### config.mk
export PLATFORM = sky130hd
export DESIGN_NAME = vpu_d2h_rsp_gen
export DESIGN_NICKNAME = d
export VERILOG_FILES = /design/src/rtl/vpu_d2h_rsp_gen_pkg.sv /design/src/rtl/vpu_sync_fifo.sv /design/src/rtl/vpu_d2h_rsp_gen.sv
export SDC_FILE = /design/constraint.sdc
export NUM_CORES = 1
export LEC_CHECK = 0
export BUFFER_PORTS_ARGS = -buffer_cell sky130_fd_sc_hd__buf_2
export CELL_PAD_IN_SITES_DETAIL_PLACEMENT = 0
export CELL_PAD_IN_SITES_GLOBAL_PLACEMENT = 1
export CORE_MARGIN = 2
export CORE_UTILIZATION = 55
export CTS_BUF_LIST = sky130_fd_sc_hd__clkbuf_4 sky130_fd_sc_hd__clkbuf_8
export CTS_CLUSTER_SIZE = 28
export DETAILED_ROUTE_END_ITERATION = 12
export PLACE_DENSITY = 0.8
export REMOVE_ABC_BUFFERS = 1
export SLEW_MARGIN = 10
export SYNTH_ARGS = -nofsm -noshare
export SYNTH_HDL_FRONTEND = slang
export SYNTH_SLANG_ARGS = --single-unit
### constraint.sdc
create_clock -name clk -period 6.95 [get_ports clk]
set_clock_uncertainty 0.15 [all_clocks]
set_input_delay 0.695 -clock clk [delete_from_list [all_inputs] [get_ports clk]]
set_output_delay 0.695 -clock clk [all_outputs]
set_load 0.02 [all_outputs]
### src/rtl/vpu_d2h_rsp_gen_pkg.sv
// ---------------------------------------------------------------------------
// vpu_d2h_rsp_gen_pkg
//   Shared types for the device-to-host completion path: the H2D instruction
//   word as accepted by the decoder, the D2H response payload, the tracker
//   entry kept per outstanding instruction, and the opcode -> write-beat map.
// ---------------------------------------------------------------------------
package vpu_d2h_rsp_gen_pkg;

  localparam int unsigned REQ_FIFO_DEPTH = 16;
  localparam int unsigned EXEC_CNT       = 2;
  localparam int unsigned EXEC_CNT_LG2   = 1;
  localparam int unsigned WB_BEAT_WIDTH  = EXEC_CNT_LG2 + 1;
  localparam int unsigned RSP_TAG_WIDTH  = 8;
  localparam int unsigned OPCODE_WIDTH   = 8;
  localparam int unsigned REG_ADDR_WIDTH = 24;

  typedef logic [OPCODE_WIDTH-1:0] vpu_h2d_req_opcode_t;

  // Elementwise ops occupy 01..0E; FSUM is the only reduction (single beat).
  localparam vpu_h2d_req_opcode_t OP_FIRST = 8'h01;
  localparam vpu_h2d_req_opcode_t OP_LAST  = 8'h0E;
  localparam vpu_h2d_req_opcode_t OP_FSUM  = 8'h06;

  // 128-bit instruction word: opcode + five 24-bit operand fields.
  typedef struct packed {
    vpu_h2d_req_opcode_t       opcode;
    logic [REG_ADDR_WIDTH-1:0] dst0;
    logic [REG_ADDR_WIDTH-1:0] src0;
    logic [REG_ADDR_WIDTH-1:0] src1;
    logic [REG_ADDR_WIDTH-1:0] src2;
    logic [REG_ADDR_WIDTH-1:0] imm;
  } vpu_h2d_req_instr_t;

  typedef enum logic [0:0] {
    RSP_OK         = 1'b0,
    RSP_ILLEGAL_OP = 1'b1
  } vpu_d2h_rsp_status_t;

  typedef struct packed {
    logic [RSP_TAG_WIDTH-1:0]  tag;
    vpu_h2d_req_opcode_t       opcode;
    logic [REG_ADDR_WIDTH-1:0] dst0;
    vpu_d2h_rsp_status_t       status;
  } vpu_d2h_rsp_t;

  // One outstanding instruction as held in the tracker.
  typedef struct packed {
    logic [RSP_TAG_WIDTH-1:0]  tag;
    vpu_h2d_req_opcode_t       opcode;
    logic [REG_ADDR_WIDTH-1:0] dst0;
    logic [WB_BEAT_WIDTH-1:0]  beats;
  } vpu_trk_entry_t;

  // Number of writeback beats an opcode produces; zero marks an illegal opcode.
  function automatic logic [WB_BEAT_WIDTH-1:0] get_wb_beats(input vpu_h2d_req_opcode_t opcode);
    logic [WB_BEAT_WIDTH-1:0] beats;
    if (opcode == OP_FSUM) begin
      beats = WB_BEAT_WIDTH'(1);
    end else if ((opcode >= OP_FIRST) && (opcode <= OP_LAST)) begin
      beats = WB_BEAT_WIDTH'(EXEC_CNT);
    end else begin
      beats = '0;
    end
    return beats;
  endfunction

endpackage

### src/rtl/vpu_sync_fifo.sv
// ---------------------------------------------------------------------------
// vpu_sync_fifo
//   Single-clock FIFO with first-word fall-through read port. Push is ignored
//   when full, pop is ignored when empty; a push and a pop may share a cycle.
// Ports
//   clk, rst        clock, synchronous active-high reset (pointers/count only)
//   push_i, din_i   write request and data
//   pop_i           remove the head entry
//   dout_o          head entry (valid while !empty_o)
//   full_o, empty_o occupancy flags
//   count_o         number of stored entries (0..DEPTH)
// ---------------------------------------------------------------------------
module vpu_sync_fifo #(
  parameter  int unsigned DEPTH = 16,
  parameter  int unsigned WIDTH = 8,
  localparam int unsigned AW    = $clog2(DEPTH),
  localparam int unsigned CW    = AW + 1
) (
  input  logic             clk,
  input  logic             rst,
  input  logic             push_i,
  input  logic [WIDTH-1:0] din_i,
  input  logic             pop_i,
  output logic [WIDTH-1:0] dout_o,
  output logic             full_o,
  output logic             empty_o,
  output logic [CW-1:0]    count_o
);

  logic [WIDTH-1:0] mem_q [DEPTH];
  logic [AW-1:0]    wr_ptr_q, wr_ptr_d;
  logic [AW-1:0]    rd_ptr_q, rd_ptr_d;
  logic [CW-1:0]    count_q,  count_d;
  logic             do_push;
  logic             do_pop;

  assign full_o  = (count_q == CW'(DEPTH));
  assign empty_o = (count_q == '0);
  assign count_o = count_q;
  assign dout_o  = mem_q[rd_ptr_q];

  assign do_push = push_i && !full_o;
  assign do_pop  = pop_i && !empty_o;

  // Pointer and occupancy next-state; pointers wrap naturally (DEPTH is 2^AW).
  always_comb begin
    wr_ptr_d = wr_ptr_q;
    rd_ptr_d = rd_ptr_q;
    count_d  = count_q;
    if (do_push) begin
      wr_ptr_d = wr_ptr_q + AW'(1);
    end
    if (do_pop) begin
      rd_ptr_d = rd_ptr_q + AW'(1);
    end
    case ({do_push, do_pop})
      2'b10:   count_d = count_q + CW'(1);
      2'b01:   count_d = count_q - CW'(1);
      default: count_d = count_q;
    endcase
  end

  // Storage carries no reset; only entries below count_q are ever observed.
  always_ff @(posedge clk) begin
    if (do_push) begin
      mem_q[wr_ptr_q] <= din_i;
    end
  end

  always_ff @(posedge clk) begin
    if (rst) begin
      wr_ptr_q <= '0;
      rd_ptr_q <= '0;
      count_q  <= '0;
    end else begin
      wr_ptr_q <= wr_ptr_d;
      rd_ptr_q <= rd_ptr_d;
      count_q  <= count_d;
    end
  end

endmodule

### src/rtl/vpu_d2h_rsp_gen.sv
// ---------------------------------------------------------------------------
// vpu_d2h_rsp_gen
//   Device-to-host completion responder. Every instruction accepted from the
//   decoder is logged with a sequence tag and its expected writeback beat
//   count; once the head instruction has seen all its beats it is retired into
//   a one-deep response register and presented to the host in accept order.
// Ports
//   clk, rst       clock, synchronous active-high reset
//   cmd_valid/_ready/_instr   instruction accepted by the decoder
//   wb_valid/_ready           one SRAM write-port beat from writeback
//   rsp_valid/_ready, rsp     in-order completion {tag, opcode, dst0, status}
//   outstanding               tracker occupancy (held response not counted)
//   err_orphan_wb             sticky flag: beat arrived with nothing tracked
// ---------------------------------------------------------------------------
module vpu_d2h_rsp_gen
  import vpu_d2h_rsp_gen_pkg::*;
#(
  parameter  int unsigned TRK_DEPTH = REQ_FIFO_DEPTH,
  localparam int unsigned TAG_W     = RSP_TAG_WIDTH,
  localparam int unsigned BEAT_W    = WB_BEAT_WIDTH,
  localparam int unsigned OCC_W     = $clog2(TRK_DEPTH) + 1
) (
  input  logic               clk,
  input  logic               rst,
  input  logic               cmd_valid,
  output logic               cmd_ready,
  input  vpu_h2d_req_instr_t cmd_instr,
  input  logic               wb_valid,
  output logic               wb_ready,
  output logic               rsp_valid,
  input  logic               rsp_ready,
  output vpu_d2h_rsp_t       rsp,
  output logic [OCC_W-1:0]   outstanding,
  output logic               err_orphan_wb
);

  // Per-head phase: no entry, beats still pending, ready to retire.
  localparam logic [1:0] ST_IDLE    = 2'd0;
  localparam logic [1:0] ST_COLLECT = 2'd1;
  localparam logic [1:0] ST_DONE    = 2'd2;

  logic [BEAT_W-1:0] beat_cnt_q,  beat_cnt_d;
  logic [TAG_W-1:0]  tag_q,       tag_d;
  vpu_d2h_rsp_t      rsp_q,       rsp_d;
  logic              rsp_valid_q, rsp_valid_d;
  logic              err_q,       err_d;

  vpu_trk_entry_t    push_entry;
  vpu_trk_entry_t    head;
  logic              trk_push;
  logic              trk_full;
  logic              trk_empty;
  logic [OCC_W-1:0]  trk_count;

  logic [1:0]        phase_c;
  logic              wb_ready_c;
  logic              wb_fire_c;
  logic              complete_c;
  logic              slot_busy_c;
  logic              head_zero_c;
  logic              head_last_c;

  // Operand fields the responder never reports.
  logic              unused_instr_bits;
  assign unused_instr_bits = ^{cmd_instr.src0, cmd_instr.src1, cmd_instr.src2, cmd_instr.imm};

  // Admission depends on full only, so a retiring head never frees a slot early.
  assign cmd_ready = !trk_full;
  assign trk_push  = cmd_valid && !trk_full;

  always_comb begin
    push_entry        = '0;
    push_entry.tag    = tag_q;
    push_entry.opcode = cmd_instr.opcode;
    push_entry.dst0   = cmd_instr.dst0;
    push_entry.beats  = get_wb_beats(cmd_instr.opcode);
  end

  vpu_sync_fifo #(
    .DEPTH (TRK_DEPTH),
    .WIDTH ($bits(vpu_trk_entry_t))
  ) u_trk (
    .clk     (clk),
    .rst     (rst),
    .push_i  (trk_push),
    .din_i   (push_entry),
    .pop_i   (complete_c),
    .dout_o  (head),
    .full_o  (trk_full),
    .empty_o (trk_empty),
    .count_o (trk_count)
  );

  // A held response that the host is not taking this cycle blocks retirement.
  assign slot_busy_c = rsp_valid_q && !rsp_ready;
  assign head_zero_c = (head.beats == '0);
  assign head_last_c = (beat_cnt_q == (head.beats - BEAT_W'(1)));

  // Head phase decode, beat/tag counters and response register next-state.
  always_comb begin
    phase_c     = ST_IDLE;
    wb_ready_c  = 1'b0;
    wb_fire_c   = 1'b0;
    complete_c  = 1'b0;
    beat_cnt_d  = beat_cnt_q;
    tag_d       = tag_q;
    rsp_d       = rsp_q;
    rsp_valid_d = rsp_valid_q;
    err_d       = err_q;

    if (!trk_empty) begin
      phase_c = (head_zero_c || head_last_c) ? ST_DONE : ST_COLLECT;
    end

    case (phase_c)
      ST_COLLECT: begin
        wb_ready_c = 1'b1;
      end
      ST_DONE: begin
        // Last beat is only taken when the response slot can absorb it.
        wb_ready_c = !head_zero_c && !slot_busy_c;
        complete_c = !slot_busy_c && (head_zero_c || wb_valid);
      end
      default: begin
        wb_ready_c = 1'b0;
      end
    endcase

    wb_fire_c = wb_valid && wb_ready_c;

    if (trk_push) begin
      tag_d = tag_q + TAG_W'(1);
    end

    if (complete_c) begin
      beat_cnt_d = '0;
    end else if (wb_fire_c) begin
      beat_cnt_d = beat_cnt_q + BEAT_W'(1);
    end

    // Load may coincide with the host draining the previous response.
    if (complete_c) begin
      rsp_valid_d  = 1'b1;
      rsp_d.tag    = head.tag;
      rsp_d.opcode = head.opcode;
      rsp_d.dst0   = head.dst0;
      rsp_d.status = head_zero_c ? RSP_ILLEGAL_OP : RSP_OK;
    end else if (rsp_ready) begin
      rsp_valid_d = 1'b0;
    end

    if (wb_valid && trk_empty) begin
      err_d = 1'b1;
    end
  end

  always_ff @(posedge clk) begin
    if (rst) begin
      beat_cnt_q  <= '0;
      tag_q       <= '0;
      rsp_q       <= '0;
      rsp_valid_q <= 1'b0;
      err_q       <= 1'b0;
    end else begin
      beat_cnt_q  <= beat_cnt_d;
      tag_q       <= tag_d;
      rsp_q       <= rsp_d;
      rsp_valid_q <= rsp_valid_d;
      err_q       <= err_d;
    end
  end

  assign wb_ready      = wb_ready_c;
  assign rsp_valid     = rsp_valid_q;
  assign rsp           = rsp_q;
  assign outstanding   = trk_count;
  assign err_orphan_wb = err_q;

endmodule

* Word-level counts from Yosys, hierarchy flattened
Memory sizes are Yosys's and may differ from the RTL's. A register that Yosys moved wholly into a read port is not among the register bits.
Cells that the tools add are included.
** Storage, ports and cells
- Logic and storage cells :: 63
- Memory bits (writable) :: 672
- Flip-flop bits (word level) :: 66
- Output and inout port bits :: 50
- Memories kept :: 1
- Input port bits :: 133
** Operators by class
- Multiplexer cells :: 14
- Equality and inequality tests :: 7
- $lt $le $gt $ge :: 2
- Reduce and logical (&&, ||, !) cells :: 21
- Add/sub/neg operators :: 7
** Memories
- u_trk.mem_q :: words 16, width 42, rd ports 1, clocked after Yosys merged registers in 1, wr ports 1, line vpu_sync_fifo.sv:30 : logic [WIDTH-1:0] mem_q [DEPTH];
** Operators by type and width (count)
- 5-bit one-hot mux with 2 select lines :: 1
- 1-bit logical AND :: 9
- 4-bit by 1-bit adder with 4-bit output, second input constant :: 2
- 8-bit by 1-bit adder with 8-bit output, second input constant :: 1
- 8-bit by 3-bit equality test with 1-bit output, second input constant :: 1
- 8-bit by 1-bit >= comparator with 1-bit output, second input constant :: 1
- 8-bit by 4-bit less-or-equal comparator with 1-bit output, second input constant :: 1
- 2-bit 2-to-1 mux :: 4
- 4-bit 2-to-1 mux :: 2
- 1-bit 2-to-1 mux :: 6
- 5-bit by 1-bit adder with 5-bit output, second input constant :: 1
- 5-bit equality test, second input constant :: 1
- 1-bit logical NOT :: 5
- 5-bit logical NOT :: 1
- 5-bit by 1-bit subtractor with 5-bit output, second input constant :: 1
- 2-bit by 1-bit equality test with 1-bit output, second input constant :: 2
- 2-bit equality test, second input constant :: 2
- 2-bit nonzero test :: 2
- 2-bit by 1-bit adder with 2-bit output, second input constant :: 1
- 2-bit equality test :: 1
- 2-bit logical NOT :: 1
- 1-bit logical OR :: 2
- 1-bit one-hot mux with 2 select lines :: 1
- 2-bit OR reduction :: 1
- 2-bit by 1-bit subtractor with 2-bit output, second input constant :: 1

* Longest topological paths before layout
- Word-level depth :: 10
- Gate-level depth with buffers :: 19
- Mapped depth without buffers :: 16

* Cells and area by module
A second synthesis with hierarchy kept.
** Unflattened totals
- Cell total of the unflattened synthesis :: 1411
- Area total of the unflattened synthesis :: 28638.7 sq um
** Modules (own cells, without submodules)
- vpu_sync_fifo :: cells each 1159, area each 26142.6 sq um, times used 1, sequential area each 20519.7 sq um
- vpu_d2h_rsp_gen :: cells each 252, area each 2496.1 sq um, times used 1, sequential area each 1061.0 sq um

* Worst setup path after synthesis
No wires, ideal clock.
- Path type :: register -> register
- Start point :: register u_trk.count_q[1], in the netlist u_trk.count_o[1]
- End point :: memory u_trk.mem_q[0][0] in the netlist's numbering, enable pin
- Buffers on the path :: 2
- Setup time :: 0.494 ns
- Slack :: 1.804 ns
- Stages on the path, launching flop included :: 7
- Data arrival time :: 4.503 ns
- Cell sequence :: dfxtp_1 clkbuf_1 nor4_1 a21oi_1 clkbuf_1 nand2_1 nor3_1
** Between the ends
- Longest elaborated chain between the ends :: 6
** Ends and longest elaborated chain
- start: declaration :: line vpu_sync_fifo.sv:33 : logic [CW-1:0] count_q, count_d;
- start signal: assignment :: line vpu_sync_fifo.sv:78 : count_q <= count_d;
- 5-bit equality test (*) :: line vpu_sync_fifo.sv:37 : assign full_o = (count_q == CW'(DEPTH));
- 1-bit logical NOT (*) :: line vpu_sync_fifo.sv:42, vpu_d2h_rsp_gen.sv:69
- 1-bit logical AND :: line vpu_d2h_rsp_gen.sv:69 : assign trk_push = cmd_valid && !trk_full;
- 1-bit logical AND (*) :: line vpu_sync_fifo.sv:42 : assign do_push = push_i && !full_o;
- 1-bit 2-to-1 mux (*) :: line vpu_sync_fifo.sv:65 : if (do_push) begin
- 1-bit 2-to-1 mux (not written as such) (*) :: line vpu_sync_fifo.sv:66 : mem_q[wr_ptr_q] <= din_i;
- end: declaration :: line vpu_sync_fifo.sv:30
Mark *: on every way between the ends. The rest lies on a longest branch, timed or not.

==> results.txt <==
The run gives 0.745 as the fraction of the yosys area taken by sequential cells. The path type of the worst min-delay path is in2reg. Clock-pin slew on the worst setup and hold paths: 0.06 ns.

By area the synthesized netlist is led by edfxtp_1, mux4_2, dfxtp_1. The tools report the final design instance area without fill as 32600 um^2. The peak clock frequency supported by timing was 202 MHz; the number of synthesized register bits was 742.

Counting flops with a built-in enable in the synthesized netlist gives 672. The synthesized design spends more area on one cell type than any other, namely edfxtp_1. By instance count, the cell type seen most on the critical path is ha_1. The area share of the largest cell type after synthesis was 0.696; the power density of the placed cells was 393 nW/um^2. The final worst setup slack was 2.00 ns; the TritonCTS buffer count was 113. The clock tree synthesis step divided the H-tree into 3 levels.

The standard cell with the maximum stage delay on the critical path was dfxtp_1. The first-pass iteration count of the detailed router was 5. Global routing finished with a remaining overflow of 0. A synthesized cell averages 19.5 um^2.

Walking the worst path, the cells encountered are mux4_1 > mux4_2 > inv_1 > ha_1 > xor2_1 > and2_2 > a21oi_1 > nor2_1 > ha_1 > xor2_1 > ha_1 > a21boi_0 > o221ai_1 > a21o_1 > nand3b_1 > mux2_2. In the routed layout, each cell is associated on average with a via count of 6.44. Number of violations of the max-capacitance limit: 0. The area overhead of the layout relative to synthesis was 12.5%.

Entering global routing, the biggest net connects 69 pins. In this run the deepest clock path goes through 3 buffers. For the worst setup path, the data arrival time is 5.39 ns. The required time of the critical path is 7.39 ns, and the fraction of layout instances using a drive strength above 1 is 0.304. Sink count of the clock tree: 742.

The initial antenna violation count is 6, and the highest cell delay on the worst timing path is 0.65 ns. Start-to-end type of the worst setup path: reg2reg. The async set or reset register ratio after synthesis came out at 0.

The worst-case IR drop observed on VDD is 0.353 mV. The run gives 30300 um^2 as the placed standard-cell area. The distinct cell type count of the synthesized netlist is 55.

The cell count after synthesis is 1484, and the post-CTS setup buffer count is 0. The smallest clock period supported by the final layout is computed as 4.95 ns. Yosys printed 0 warnings. The overall fraction of global-route tracks in use came out at 0.252.

The number of hold-repair buffers added at the cts stage was 0. The most used flip-flop cell after synthesis is edfxtp_1. Summed over all layers, the routed wires come to 67200 um. Final HPWL from detailed placement: 32200 um.

In the routed design, unresolved DRC markers number 0. The overall die area is 54500 um^2, and the effective utilization at floorplan is 0.554. The worst setup path is captured at a register. The logs give 0 for the final number of hold-violating endpoints and 0.750 for the global placement routability congestion. The detailed router finished its first iteration with 1647 violations. The placeable core region was 52300 um^2; the number of buffer cells added on primary ports was 86.

After clock tree synthesis, the repair step resized 0 gates. In this run the worst path has a maximum fanout of 9. The kind of start point of the critical path is a register.

The first global-routing pass estimated 99100 um of wire. The final period utilization works out to 0.712. The cell area that synthesis handed to floorplanning was 29000 um^2. The leakage component of the power was 10.4 nW. Setup repair after global routing left no endpoint under its margin. The tools report the top-level port count as 183. The clock latency at the later pin of the worst-skew pair is 0.71 ns. The critical path buffer and inverter count works out to 1. TritonCTS built the clock tree.

In this run the remaining antenna-violating nets after routing total 0. At the pin with the least slew margin, the transition time is 1.04 ns. The via count of the first global-routing pass is 15700. The tools report the max-slew headroom at the worst pin as 0.305. Measured along the y axis, the die boundary spans 234 um. In the final design database the tool counted 1762 nets. Across all layers, the routed design uses 15500 vias.

Setup violations remaining at the end of the flow were counted as 0. The run gives 0 as the final number of max-transition violations. The tools report the cell at the root of the clock tree as clkbuf_8. The kind of cell adding the most delay to the critical path is multiplexers. After floorplanning, the core was divided into 84 placement rows. The mean routed wirelength per cell is 28.0 um. Die boundary width: 234 um.

The flow ran to the end, and the final reports show no timing, DRC or antenna violations. Prior to clock tree synthesis, the placed netlist has a worst setup slack of 2.03 ns.
==> worst reg2reg max path, delay by kind of cell, from the launching register on <==
kind | cells | cell delay (ns)
adders and majority gates | 3 | 0.79
muxes | 3 | 1.55
DFF | 1 | 0.65
and+or+nand+nor | 3 | 0.45
buffers and inverters | 1 | 0.13
AOI/OAI and AO/OA | 4 | 0.63
xor gates and xnor gates | 2 | 0.49
==> through the flow <==
stage	cells	total power [mW]	util	hold WS (ns)	TNS, ns
detailed placement	2191	9.26	0.579	0.310	0
global placement	2191	9.17	0.579	0.301	0
finish	2403	12.8	0.623	0.134	0
CTS	2400	12.8	0.623	0.0828	0
floorplan	1379	8.12	-	0.362	-238.67
global route	2403	13.3	0.623	0.154	0
==> power by group <==
group	leakage, nW	total, mW	switching (mW)	internal (mW)
combinational	2.50	3.76	2.45	1.30
sequential	6.68	5.45	0.294	5.16
clock	1.21	3.59	1.63	1.96
==> final timing paths <==
check,start,end,slack [ns],cells after the start
worst min-delay path,wb_valid,err_orphan_wb$_SDFFE_PP0P_,0.13,3
worst max register to register,register,u_trk.count_o[4]$_SDFFE_PP0P_,2.00,16
worst max-delay path,register,u_trk.count_o[4]$_SDFFE_PP0P_,2.00,16
worst min register to register,err_orphan_wb$_SDFFE_PP0P_,err_orphan_wb$_SDFFE_PP0P_,0.33,2
==> state kept, by name (all words and copies together), names as in the netlist, named ones only <==
| name | flops |
|---|---|
| rsp_valid | 1 |
| u_trk.count_o | 5 |
| u_trk.wr_ptr_q | 4 |
| tag_q | 8 |
| rsp | 41 |
| err_orphan_wb | 1 |
| u_trk.rd_ptr_q | 4 |
| beat_cnt_q | 2 |
| u_trk.mem_q | 672 |
==> cell type report <==
| cell class | count | area, um^2 |
|---|---|---|
| sequential | 742 | 21600 |
| inverter | 10 | 37.5 |
| fill | 3617 | 19700 |
| clock inverter | 48 | 330 |
| multi-input combinational | 627 | 7110 |
| clock buffer | 161 | 1950 |
| timing repair buffer | 124 | 718 |
| tap | 688 | 861 |
| antenna | 3 | 7.51 |
==> synthesized netlist by cell type, drive strengths merged, types with 6 or more instances <==
master,number
nand4,44
dfxtp,70
edfxtp,672
o311ai,45
a32oi,40
buf,29
clkbuf,76
nor2,37
xor2,13
a22oi,80
nor2b,6
mux4,170
a21oi,9
inv,10
nor3,10
nand3,9
nand2,99
ha,11
==> placed cells by master, fill, tap and decap left out, types with 5 or more instances in the layout <==
cell        n
a21oi_1     9
clkbuf_4   42
dfxtp_1    68
o311ai_1   28
clkinv_1   27
mux4_2    166
a22oi_1    80
nand4_1    44
xor2_1     12
nor3_1      5
o311ai_0    5
buf_4      39
clkinv_2   11
nor2_1     22
clkbuf_8  119
o311ai_2   12
nor2_4     15
nand2_1    99
nor3_2      5
a32oi_1    40
nand3_1     9
inv_1       8
ha_1       11
buf_2      85
edfxtp_1  672
==> routing by layer <==
metal / GRT usage / up-vias / share of wire
li1: - / 6534 / -
met3: 0.0452 / 109 / 0.091
met5: 0 / - / 0.00061
met2: 0.405 / 814 / 0.49
met4: 0.0839 / 6 / 0.020
met1: 0.353 / 8008 / 0.40
==> kinds of logic after synthesis <==
logic type / count (synthesis) / share of synthesized area
simple gates: 228 / 0.0373
fa+ha+maj: 11 / 0.00475
mux: 174 / 0.134
compound gates: 196 / 0.0566
flops: 742 / 0.745
buf+inv: 115 / 0.0170
xor+xnor: 18 / 0.00570
Power figures use the tool's default switching activity.
